File: config.mk
export PLATFORM = sky130hd
export DESIGN_NAME = instr_fetch_responder
export DESIGN_NICKNAME = d
export VERILOG_FILES = /design/src/rtl/instr_fetch_responder.sv
export SDC_FILE = /design/constraint.sdc
export NUM_CORES = 1
export LEC_CHECK = 0
export ABC_CLOCK_PERIOD_IN_PS = 9070
export CAP_MARGIN = 20
export CORE_UTILIZATION = 50
export DETAILED_ROUTE_END_ITERATION = 8
export PLACE_DENSITY = 0.84
export SLEW_MARGIN = 0
export SYNTH_ARGS = -nofsm -noshare
export SYNTH_HDL_FRONTEND = slang
export SYNTH_SLANG_ARGS = --single-unit
File: constraint.sdc
create_clock -name clock -period 9.07 [get_ports clock]
set_input_delay 2.2675 -clock clock [delete_from_list [all_inputs] [get_ports clock]]
set_output_delay 2.2675 -clock clock [all_outputs]
set_load 0.05 [all_outputs]
File: src/rtl/instr_fetch_responder.sv
// instr_fetch_responder
// Memory-side responder for the RV32I fetch stage. PC requests are accepted on a
// valid/ready channel and turned into word reads of a fixed-latency instruction
// memory. A tag per request travels down a shift pipe that matches the memory
// latency, so every returning word meets its own PC and fault flag. Responses are
// returned in request order through a small FIFO. A flush kills every in-flight
// tag and empties the FIFO so that a branch redirect sees no stale instructions.
//
// Flow control is credit based. A credit is held from acceptance until the
// consumer pops the response. The FIFO therefore can never overflow. A pop does
// not return its credit until the next cycle, which keeps req_ready free of any
// combinational path from rsp_ready.

module instr_fetch_responder #(
   parameter int ADDR_WIDTH  = 10,
   parameter int MEM_LATENCY = 2,
   parameter int FIFO_DEPTH  = 4
) (
   input  logic                  clock,
   input  logic                  sync_reset,
   input  logic                  req_valid,
   output logic                  req_ready,
   input  logic [31:0]           req_pc,
   input  logic                  flush,
   output logic                  mem_rd_en,
   output logic [ADDR_WIDTH-1:0] mem_addr,
   input  logic [31:0]           mem_rd_data,
   output logic                  rsp_valid,
   input  logic                  rsp_ready,
   output logic [31:0]           rsp_instr,
   output logic [31:0]           rsp_pc,
   output logic                  rsp_fault
);

   localparam int PTR_W = (FIFO_DEPTH > 1) ? $clog2(FIFO_DEPTH) : 1;
   localparam int CNT_W = $clog2(FIFO_DEPTH + 1);

   localparam logic [CNT_W-1:0] DEPTH_C   = CNT_W'(FIFO_DEPTH);
   localparam logic [CNT_W-1:0] ONE_C     = CNT_W'(1);
   localparam logic [PTR_W-1:0] LAST_PTR  = PTR_W'(FIFO_DEPTH - 1);
   localparam logic [PTR_W-1:0] PTR_ONE   = PTR_W'(1);
   localparam logic [31:0]      NOP_INSTR = 32'h0000_0013;

   // Tag pipe: one slot per cycle of memory latency
   logic        r_pipeLive  [0:MEM_LATENCY-1];
   logic [31:0] r_pipePc    [0:MEM_LATENCY-1];
   logic        r_pipeFault [0:MEM_LATENCY-1];

   // Response FIFO storage and bookkeeping
   logic [31:0]      r_fifoInstr [0:FIFO_DEPTH-1];
   logic [31:0]      r_fifoPc    [0:FIFO_DEPTH-1];
   logic             r_fifoFault [0:FIFO_DEPTH-1];
   logic [PTR_W-1:0] r_wrPtr;
   logic [PTR_W-1:0] r_rdPtr;
   logic [CNT_W-1:0] r_count;

   // Outstanding requests, counted from acceptance until the response is popped
   logic [CNT_W-1:0] r_credits;

   logic        w_fault;
   logic        w_accept;
   logic        w_push;
   logic        w_pop;
   logic [31:0] w_pushInstr;

   function automatic logic [PTR_W-1:0] nextPtr(input logic [PTR_W-1:0] ptr);
      return (ptr == LAST_PTR) ? '0 : ptr + PTR_ONE;
   endfunction

   // Request side: fault classification, credit-gated ready, and the memory strobe
   always_comb begin
      w_fault   = (req_pc[1:0] != 2'b00) || (req_pc[31:ADDR_WIDTH+2] != '0);
      req_ready = !sync_reset && !flush && (r_credits < DEPTH_C);
      w_accept  = req_valid && req_ready;
      mem_rd_en = w_accept && !w_fault;
      mem_addr  = req_pc[ADDR_WIDTH+1:2];
   end

   // Response side: a live tag leaving the pipe pushes, and faults swap the data for a NOP
   always_comb begin
      w_push      = r_pipeLive[MEM_LATENCY-1] && !flush;
      w_pushInstr = r_pipeFault[MEM_LATENCY-1] ? NOP_INSTR : mem_rd_data;
      w_pop       = (r_count != '0) && rsp_ready;
      rsp_valid   = !sync_reset && (r_count != '0);
      rsp_instr   = sync_reset ? '0   : r_fifoInstr[r_rdPtr];
      rsp_pc      = sync_reset ? '0   : r_fifoPc[r_rdPtr];
      rsp_fault   = sync_reset ? 1'b0 : r_fifoFault[r_rdPtr];
   end

   // Tag pipe shifts every cycle; flush kills every tag already travelling down it
   always_ff @(posedge clock) begin
      if (sync_reset) begin
         for (int i = 0; i < MEM_LATENCY; i++) begin
            r_pipeLive[i]  <= 1'b0;
            r_pipePc[i]    <= '0;
            r_pipeFault[i] <= 1'b0;
         end
      end else begin
         r_pipeLive[0]  <= w_accept;
         r_pipePc[0]    <= req_pc;
         r_pipeFault[0] <= w_fault;
         for (int i = 1; i < MEM_LATENCY; i++) begin
            r_pipeLive[i]  <= r_pipeLive[i-1] && !flush;
            r_pipePc[i]    <= r_pipePc[i-1];
            r_pipeFault[i] <= r_pipeFault[i-1];
         end
      end
   end

   // Response FIFO; flush empties it outright, and a pop in the same cycle is simply absorbed
   always_ff @(posedge clock) begin
      if (sync_reset) begin
         for (int i = 0; i < FIFO_DEPTH; i++) begin
            r_fifoInstr[i] <= '0;
            r_fifoPc[i]    <= '0;
            r_fifoFault[i] <= 1'b0;
         end
         r_wrPtr <= '0;
         r_rdPtr <= '0;
         r_count <= '0;
      end else if (flush) begin
         r_wrPtr <= '0;
         r_rdPtr <= '0;
         r_count <= '0;
      end else begin
         if (w_push) begin
            r_fifoInstr[r_wrPtr] <= w_pushInstr;
            r_fifoPc[r_wrPtr]    <= r_pipePc[MEM_LATENCY-1];
            r_fifoFault[r_wrPtr] <= r_pipeFault[MEM_LATENCY-1];
            r_wrPtr              <= nextPtr(r_wrPtr);
         end
         if (w_pop) begin
            r_rdPtr <= nextPtr(r_rdPtr);
         end
         case ({w_push, w_pop})
            2'b10:   r_count <= r_count + ONE_C;
            2'b01:   r_count <= r_count - ONE_C;
            default: r_count <= r_count;
         endcase
      end
   end

   // Credit counter; a pop frees its credit only for the following cycle
   always_ff @(posedge clock) begin
      if (sync_reset || flush) begin
         r_credits <= '0;
      end else begin
         case ({w_accept, w_pop})
            2'b10:   r_credits <= r_credits + ONE_C;
            2'b01:   r_credits <= r_credits - ONE_C;
            default: r_credits <= r_credits;
         endcase
      end
   end

endmodule
Yosys cells after proc, flatten, opt, wreduce, memory -nomap -nowiden
Memory sizes are Yosys's and may differ from the RTL's. A register that Yosys moved wholly into a read port is not among the register bits.
Index checks and enable logic that the tools add are counted.
{ "totals": {"mem_bits_rw": 328, "elab_cells": 87, "mem_count": 6, "register_bits": 10, "in_bits": 69, "out_inout_bits": 78} }
{ "op_classes": {"n_reduce_logical": 22, "muxes": 36, "n_addsub": 6, "eq_ne": 6, "bitwise_logic": 6, "order_cmp": 1} }
{ "memory_table": {"columns": ["name", "words", "word_bits", "read_ports", "rd_ports_with_merged_regs", "write_ports", "line", "rtl"], "rows": [
  ["r_fifoInstr", 4, 32, 1, 1, 4, "50", "logic [31:0] r_fifoInstr [0:FIFO_DEPTH-1];"],
  ["r_fifoPc", 4, 32, 1, 1, 4, "51", "logic [31:0] r_fifoPc [0:FIFO_DEPTH-1];"],
  ["r_pipePc", 2, 32, 2, 0, 2, "46", "logic [31:0] r_pipePc [0:MEM_LATENCY-1];"],
  ["r_fifoFault", 4, 1, 1, 1, 4, "52", "logic r_fifoFault [0:FIFO_DEPTH-1];"],
  ["r_pipeFault", 2, 1, 2, 0, 2, "47", "logic r_pipeFault [0:MEM_LATENCY-1];"],
  ["r_pipeLive", 2, 1, 2, 0, 2, "45", "logic r_pipeLive [0:MEM_LATENCY-1];"]
]} }
{ "op_table": {"columns": ["operator", "count"], "rows": [
  ["2-to-1 mux 32 bit", 7],
  ["OR reduction 32 bit", 2],
  ["2-to-1 mux 2 bit", 11],
  ["nonzero test 20 bit", 1],
  ["2-to-1 mux 1 bit", 16],
  ["one-hot mux 3 bit (2 select lines)", 2],
  ["equality test 2 bit, second input constant", 4],
  ["logical AND 1 bit", 8],
  ["adder 3 x 1 -> 3 bit, second input constant", 2],
  ["OR 1 bit", 6],
  ["nonzero test 2 bit", 3],
  ["subtractor 3 x 1 -> 3 bit, second input constant", 2],
  ["adder 2 x 1 -> 2 bit, second input constant", 2],
  ["equality test 2 x 1 -> 1 bit, second input constant", 2],
  ["zero test 1 bit", 3],
  ["less-than comparator 3 bit, second input constant", 1],
  ["nonzero test 3 bit", 1],
  ["logical OR 1 bit", 2],
  ["OR reduction 2 bit", 1],
  ["OR reduction 1 bit", 1]
]} }

Logic depth before layout (Yosys ltp)
Gate-level depths: netlist of run 1.
{ "logic_depth": {"ltp_word": 8, "ltp_mapped": 10} }

Worst setup path before layout of run 1
Ideal clock, no wire load.
{ "synth_path": {"kind": "input-to-output", "start": "input port sync_reset", "end": "output port mem_rd_en", "t_required_ns": 6.803, "slack_ns": 2.645, "t_arrival_ns": 4.157, "stages": 5, "n_path_buf": 1, "path_cell_list": "clkbuf_1 -> or2_2 -> nor3b_1 -> inv_1 -> nor3_1"} }
{ "synth_via": {"elab_chain_cells": 5} }
{ "synth_lines": {"columns": ["element", "line", "rtl"], "rows": [
  ["start: declaration", "20", "input logic sync_reset,"],
  ["zero test 1 bit", "73", "req_ready = !sync_reset && !flush && (r_credits < DEPTH_C);"],
  ["logical AND 1 bit (2 in a row)", "73", null],
  ["logical AND 1 bit", "74", "w_accept = req_valid && req_ready;"],
  ["logical AND 1 bit", "75", "mem_rd_en = w_accept && !w_fault;"],
  ["end: declaration", "25", "output logic mem_rd_en,"]
]} }
No other way between the ends.

Final worst setup path of run 1
{ "layout_path": {"start": "input port flush", "end": "output port mem_rd_en"} }
{ "layout_via": {"elab_chain_cells": 5} }
{ "layout_lines": {"columns": ["element", "line", "rtl"], "rows": [
  ["start: declaration", "24", "input logic flush,"],
  ["zero test 1 bit", "73", null],
  ["logical AND 1 bit (2 in a row)", "73", null],
  ["logical AND 1 bit", "74", null],
  ["logical AND 1 bit", "75", null]
]} }
No other way between the ends.

==> results of run 1 <==
## routing by layer
layer  share of wire  wire length (um)
met1            0.40             11000
met2            0.52             14200
met3           0.056              1520
met4           0.018               489
met5         0.00048                13
## path summary, 6_finish.rpt
path / from / to / slack, ns / cells past startpoint
max: flush / mem_rd_en / 2.00 / 6
min: r_pipeLive[0][0] / r_pipeLive[0][1] / 0.41 / 2
max reg2reg: r_pipeLive[0][1] / r_fifoPc[0][27] / 5.87 / 3
min reg2reg: r_pipeLive[0][0] / r_pipeLive[0][1] / 0.41 / 2
## Yosys cell counts, types with 3 or more instances
cell / instances
or3_1: 4
nand2b_1: 3
clkbuf_1: 42
mux4_2: 65
buf_2: 10
nand2_1: 31
buf_1: 3
inv_1: 39
dfxtp_1: 80
mux2i_1: 3
buf_4: 10
nor4_1: 5
xor2_1: 4
ha_1: 4
a21oi_1: 5
nor2b_1: 131
nor2_2: 10
and2_1: 161
nor3b_2: 3
nor2_1: 77
buf_6: 3
edfxtp_1: 260
## registers in the layout (all words and copies together), names as in the netlist, named ones only
signal       count
r_fifoPc       128
r_credits        3
r_pipeFault      2
r_fifoFault      4
r_count          3
r_rdPtr          2
r_fifoInstr    128
r_pipePc        64
r_pipeLive       2
r_wrPtr          2
## power breakdown
part	total, mW	internal [mW]	leakage [nW]	switching (mW)
registers	1.74	1.73	3.34	0.0169
clock network	1.41	0.842	0.571	0.569
logic	0.193	0.0779	2.24	0.115
## layout by cell type, fill, tap and decap left out, types with 4 or more instances in the layout
cell type        count
nor2b_1            131
clkinv_2             7
buf_4               10
nor4_1               5
dfxtp_1             78
ha_1                 4
and2_1             161
nor2_2              10
a21oi_1              5
nor2_1              77
mux4_2              65
clkdlybuf4s50_1    145
clkinv_1             6
inv_1               39
nand2_1             31
xor2_1               4
clkbuf_16           38
edfxtp_1           260
## critical path, stage by stage
cell and delay [ns]:
clkdlybuf4s50_1 0.55, or2_2 0.47, nor3b_1 0.31, inv_1 0.15, nor3_1 0.22, clkdlybuf4s50_1 0.84
## cells by family (layout without fill, tap and decap cells)
group           count (synthesis)  after routing  synth area share
simple gates                  436            436             0.177
flops                         340            340             0.669
buf+inv                       107            258            0.0337
mux                            68             68             0.106
compound gates                 10             10           0.00436
fa+ha+maj                       6              6           0.00641
xor+xnor                        4              4           0.00249
## per-stage QoR
stage,setup slack [ns],total power [mW]
5_1_grt,1.81,3.44
4_1_cts,1.97,3.37
3_3_place_gp,2.09,1.97
3_5_place_dp,2.00,1.97
6_report,2.00,3.35
2_1_floorplan,2.65,1.88
## area by class of cell
type / count / area share
Sequential cell: 340 / 0.555
Multi-Input combinational cell: 524 / 0.250
Timing Repair Buffer: 156 / 0.0908
Clock buffer: 44 / 0.0591
Tap cell: 378 / 0.0279
Clock inverter: 19 / 0.00877
Inverter: 39 / 0.00863
==> reports/results.tsv, run 1 <==
metric	value	unit
routing usage on met3	0.0322	
max_slew headroom	0.280	
Die H	170	um
power per cell area	197	nW/um^2
crit path DAT	4.80	ns
Clock transition at path regs	0.06	ns
row cnt	61	
fin util	0.613	
TritonCTS Buffers	35	
drt drc	0	
area of the multi-input gates	4240	sq um
nets	1171	
ranking of synthesized cells by area	edfxtp_1 (56%), dfxtp_1 (11%), mux4_2 (10%), and2_1 (7.2%), nor2b_1 (5.8%)	
clk_skew	0.00952	ns
met2 Resource Use GR	0.337	
layout cells sized above 1	0.137	
Tightest Pin Transition	1.08	ns
critical path class	in -> out	
initial antenna violation count	1	
post-CTS sizing	0	
max cap viols	0	
final hold violation count	0	
status	finished clean	
Sink Count	340	
most used routing layer in global routing	met2	
Die Width	170	um
WL/cell	18.1	um
Synth Warn #	0	
HP Class	reg -> reg	
Post-DRT Antenna Nets	0	
total die area	28800	sq um
Total GRT Usage	0.192	
DR pass1 iterations	5	
input/output buffers	146	
# placed instances	1436	
Starting Density	0.507	
Ports	147	
post-DP HPWL	15500	um
min Tclk post-route	7.07	ns
final instance area	17000	sq um
Tcrit/Tclk final	0.779	
first-pass GRT wire length	41800	um
Min Hold Slack	0.412	ns
Root Driver	clkbuf_16	
top cell type's share of synthesized area	0.555	
register area	9420	sq um
Post-CTS Setup Bufs	0	
GRT overflow	0	
dpl cell area	15800	sq um
Critical Path Sink Type	output port	
Max Root-Sink Buffers	3	
Via density	5.15	
Synth-to-Final Area Change	20.7	%
Synth cell types	36	
Mean Syn Cell Area	14.5	sq um
WP data required	6.80	ns
synthesized cell area	14100	sq um
via count	7719	
Post-synth EDFFs	260	
sequential area share after synthesis	0.669	
GPL Wtd Cong	0.731	
largest net degree at the start of global routing	84	
core region area	27700	sq um
worst vdd ir	0.000114	V
Clock Latency Late Sink	0.50	ns
largest area contributor in the netlist	edfxtp_1	
setup TNS	0	ns
Max FO, Critical Path	13	
setup violators final	0	
Yosys reg bits	340	
Synth Net Count	1046	
Post-Syn Instances	971	
Startpoint Class	input port	
fillers	2053	
Iter 0 DRT Violations	550	
TritonCTS clock tree	built	
Most used DFF post-synth	edfxtp_1	
vias in the first global route	7850	
antenna cells	0	
CTS Hold Buffers Added	0	
asr flop ratio synth	0	
H-tree Lvls	2	
final non-filler cell total	1500	
leakage	6.15	nW
met1 Use GR	0.244	
WL final	27200	um
RSZ-0062 raised after global routing	false	
Max Clock Freq	141	MHz
Pins Over Slew Limit	0	
Note: power is estimated with default switching activity, not from simulation.
==> run 2, diff against run 1 <==
--- a/config.mk
+++ b/config.mk
@@ -5,11 +5,11 @@
 export SDC_FILE = /design/constraint.sdc
 export NUM_CORES = 1
 export LEC_CHECK = 0
-export ABC_CLOCK_PERIOD_IN_PS = 9070
+export ABC_CLOCK_PERIOD_IN_PS = 5700
 export CAP_MARGIN = 20
 export CORE_UTILIZATION = 50
 export DETAILED_ROUTE_END_ITERATION = 8
-export PLACE_DENSITY = 0.84
+export PLACE_DENSITY = 0.87
 export SLEW_MARGIN = 0
 export SYNTH_ARGS = -nofsm -noshare
 export SYNTH_HDL_FRONTEND = slang
==> constraint.sdc (replaced) <==
create_clock -name clock -period 5.7 [get_ports clock]
set_input_delay 1.425 -clock clock [delete_from_list [all_inputs] [get_ports clock]]
set_output_delay 1.425 -clock clock [all_outputs]
set_load 0.05 [all_outputs]
==> run 2 against run 1 <==
Against the previous run:
- register-to-register slack lost 3.1 ns
- global-route usage grew 0.22 points
- setup slack lost 1.1 ns
- sequential share of layout area grew 0.094 points
- critical endpoint is now req_ready
- largest power group unchanged
- sequential power grew 59%
==> reports/results.tsv, run 2 (synthesis gave the netlist of run 1 again) <==
metric	value	unit
CTS Hold Buffers Added	0	
final worst setup slack	0.905	ns
Iter 0 DRT Violations	628	
vias in the first global route	7834	
Clock Latency Late Sink	0.54	ns
hold wc startpoint	r_pipeLive[0][0]	
WL/cell	18.3	um
leakage	6.13	nW
post-DP HPWL	16200	um
Post-DRT Antenna Nets	0	
clk_skew	0.00810	ns
most frequent cells in the layout	edfxtp_1 (260), and2_1 (161), clkdlybuf4s50_1 (144), nor2b_1 (131), dfxtp_1 (78)	
final hold violation count	0	
Root Driver	clkbuf_16	
WP data required	4.28	ns
DR pass1 iterations	5	
HP Class	reg -> reg	
Sink Count	340	
post-CTS sizing	0	
Tightest Pin Transition	1.06	ns
commonest non-fill, non-tap cell in the layout	edfxtp_1	
Die Width	170	um
Total GRT Usage	0.195	
RSZ-0062 raised after global routing	false	
antenna cells	0	
first-pass GRT wire length	42400	um
setup violators final	0	
Critical Path Sink Type	output port	
Max FO, Critical Path	13	
Die H	170	um
largest net degree at the start of global routing	91	
max cap viols	0	
crit path DAT	3.37	ns
Setup crit start	flush	
Via density	5.13	
Max Root-Sink Buffers	3	
Ports	147	
Synth-to-Final Area Change	20.5	%
power per cell area	304	nW/um^2
status	finished clean	
post-place setup slack	0.887	ns
Clock transition at path regs	0.06	ns
critical path class	in -> out	
RR Startpoint	r_pipeLive[0][1]	
layout cells sized above 1	0.135	
GRT overflow	0	
fillers	2048	
WL final	27500	um
Min Hold Slack	0.415	ns
min Tclk post-route	4.80	ns
TritonCTS Buffers	31	
total die area	28800	sq um
Starting Density	0.507	
Max Clock Freq	209	MHz
TritonCTS clock tree	built	
Startpoint Class	input port	
via count	7692	
max_slew headroom	0.293	
Post-CTS Setup Bufs	0	
Tcrit/Tclk final	0.841	
H-tree Lvls	1	
final instance area	16900	sq um
GPL Wtd Cong	0.738	
setup TNS	0	ns
nets	1173	
dpl cell area	15900	sq um
core region area	27700	sq um
drt drc	0	
input/output buffers	146	
initial antenna violation count	0	
row cnt	61	
Pins Over Slew Limit	0	
worst vdd ir	0.000180	V
biggest regs	r_fifoInstr (128), r_fifoPc (128), r_pipePc (64)	
-- run 2: cell types whose count changed in the layout (fill, tap and decap cells not counted), sizes merged --
cell,delta
buf,+7
clkdlybuf4s50,-1
clkinv,-10
inv,-1
clkbuf,+5
-- run 2: path summary, 6_finish.rpt --
kind                            depth (start not counted)  slack (ns)               end
worst max register to register                          5        2.77   r_fifoPc[0][10]
worst min register to register                          2        0.42  r_pipeLive[0][1]
worst max-delay path                                    4        0.90         req_ready
worst min-delay path                                    2        0.42  r_pipeLive[0][1]
-- run 2: layer usage --
layer  up-vias  wire (um)  track usage
met3        30       1680       0.0313
li1       3615          -            -
met5         -          0            0
met1      3794      11000        0.245
met2       253      14500        0.354
met4         0        354       0.0407
-- run 2: final cells by class --
class	instances	area (sq um)	area share
clock buffers	49	943	0.0557
flip-flops and latches	340	9420	0.556
repair buffers	162	1630	0.0964
inverters	39	146	0.00864
multi-input cells	524	4240	0.250
well taps	378	473	0.0279
clock inverters	8	87.6	0.00517
-- run 2: stage by stage --
stage / util / power [mW] / cells
after CTS: 0.611 / 5.18 / 1499
after floorplan: - / 3.00 / 971
after global routing: 0.612 / 5.30 / 1500
final: 0.612 / 5.15 / 1500
after detailed placement: 0.573 / 3.14 / 1442
after global placement: 0.573 / 3.13 / 1442
-- run 2: worst max-delay path, cell delays in order --
cell and delay (ns):
clkdlybuf4s50_1 0.55, or2_2 0.47, nor2_1 0.12, clkdlybuf4s50_1 0.80
-- run 2: where the power goes --
| group | switching [mW] | total [mW] | internal, mW |
|---|---|---|---|
| clock | 0.845 | 2.06 | 1.21 |
| combinational | 0.185 | 0.314 | 0.128 |
| sequential | 0.0282 | 2.77 | 2.74 |
==> variant (config.mk and constraints of run 2) <==
The parameter `FIFO_DEPTH` goes from 4 to 8.
--- a/src/rtl/instr_fetch_responder.sv
+++ b/src/rtl/instr_fetch_responder.sv
@@ -16,3 +16,3 @@
    parameter int MEM_LATENCY = 2,
-   parameter int FIFO_DEPTH  = 4
+   parameter int FIFO_DEPTH  = 8
 ) (
Check against the original RTL: no difference found for any inputs over 4 cycles, from zero or initial values; that may be too few to reach the edited logic, so the function may still have changed.
==> variant against run 2 <==
- maximum frequency down 3.7%
- design area up 76%
- sequential power is 81% higher
- via count is 100% higher
- wire length grew 120%
- clock power up 74%
- sequential cell count grew 265
- core utilization decreased by 3.1 points
- total power increased by 76%
- setup slack got worse by 0.18 ns
- hold slack gained 0.014 ns
- synthesized area increased by 85%
- critical path type is now flop to output pin
==> variant: results (changes against run 2) <==
[routing]
vias = 15385  ; was 7692
drt-initial-drc-count = 1761  ; was 628
wl_per_cell_um = 23.6  ; was 18.3 um
dr.pass1.iters = 6  ; was 5

[setup_path]
slowest_stage = dfxtp_4  ; was clkdlybuf4s50_1
crit_fanout = 27  ; was 13
crit_family = buffers and inverters  ; unchanged
critPathMaxStageDelay_ns = 0.74  ; was 0.80 ns

[global_route]
grt_max_degree = 100  ; was 91
grt_usage_pct = 23.2  ; was 19.5%
grt_pass1_wl_um = 92300  ; was 42400 um
grt_pass1_vias = 15816  ; was 7834
grt_antenna_before_repair = 1  ; was 0

[yosys]
synth_edf_count = 520  ; was 260
async_flop_share_pct = 0  ; unchanged
synth_cell_types = 47  ; was 36
yosys-top-cells-count = edfxtp_1, nor2_1, and3_1  ; was edfxtp_1, and2_1, nor2b_1
synthTopCellsByArea = edfxtp_1, mux4_2, dfxtp_1  ; was edfxtp_1, dfxtp_1, mux4_2
ys_seq_area_share_pct = 66.8  ; was 66.9%
yosys_warnings = 0  ; unchanged

[layout]
antenna_cells = 0  ; unchanged
reg.largest.list = r_fifoInstr: 256 flops, r_fifoPc: 256 flops, r_pipePc: 64 flops  ; was r_fifoInstr: 128 flops, r_fifoPc: 128 flops, r_pipePc: 64 flops
layout-drive-gt1-share_pct = 15.1  ; was 13.5%
final_nets = 1924  ; was 1173

[clocking]
root_buffer = clkbuf_16  ; unchanged
ctsLongestPathBuffers = 3  ; unchanged
clk_pin_slew_ns = 0.06  ; about the same
htreeDepth = 2  ; was 1
cts-resized-gates = 0  ; unchanged
cts_setup_buffers = 0  ; unchanged
cts_buffers = 57  ; was 31
insertion_delay_ns = 0.63  ; was 0.54 ns

[place]
port_buffers = 146  ; unchanged
place_congestion = 0.740  ; was 0.738
dp_hpwl_um = 33800  ; was 16200 um

[sta]
skew_ns = 0.0211  ; was 0.00810 ns
worst_slew_pin_slew_ns = 1.08  ; was 1.06 ns

[pwr]
ir_worst_vdd_mv = 0.294  ; was 0.180 mV
p_leak_nw = 10.9  ; was 6.13 nW

[job]
drv_cap = 0  ; unchanged

[outcome]
outcome = completed  ; unchanged

[worst_hold_path]
hold_path_class = flop to flop  ; unchanged

variant: cells by family (layout without fill, tap and decap cells):
family          count (synthesis)  in the layout  share of synthesized area, %
compound gates                 21             21                         0.637
xor+xnor                        5              5                         0.198
mux                           200            200                          14.0
fa+ha+maj                       8              8                         0.386
buf+inv                       177            291                          3.00
simple gates                  761            761                          15.0
flops                         605            605                          66.8
variant: power by group:
group / internal, W / switching (W) / leakage [nW]
Combinational: 0.000168 / 0.000298 / 4.01
Clock: 0.00198 / 0.00161 / 0.871
Sequential: 0.00494 / 0.0000579 / 6.07
Total: 0.00709 / 0.00197 / 10.9
variant: stage by stage:
step	std cells	worst slack, ns	instance area, um2
4_1_cts	2571	0.608	29800
2_1_floorplan	1777	1.41	25900
3_3_place_gp	2468	0.716	28000
6_report	2571	0.721	29800
5_1_grt	2571	0.547	29800
3_5_place_dp	2468	0.744	28000
variant: per-layer routing:
metal | vias to the layer above | global-route usage [%] | share of wire, %
li1 | 6653 | - | -
met1 | 7728 | 29.8 | 37
met2 | 879 | 39.7 | 51
met3 | 123 | 3.52 | 8.5
met4 | 2 | 8.80 | 3.0
met5 | - | 0 | 0.020
variant: area by class of cell:
class	instances	area, um2
Clock buffer	80	1620
Clock inverter	23	146
Fill cell	3712	21500
Inverter	3	13.8
Multi-Input combinational cell	995	7950
Sequential cell	605	17300
Tap cell	680	851
Timing Repair Buffer	185	1890
variant: path summary, 6_finish.rpt:
path	start	to	slack, ns	cells past startpoint
max	flop	rsp_instr[25]	0.72	5
min	r_pipeLive[0][0]	r_pipeLive[0][1]	0.43	1
max reg2reg	r_pipeLive[0][1]	r_fifoPc[6][30]	2.77	6
min reg2reg	r_pipeLive[0][0]	r_pipeLive[0][1]	0.43	1
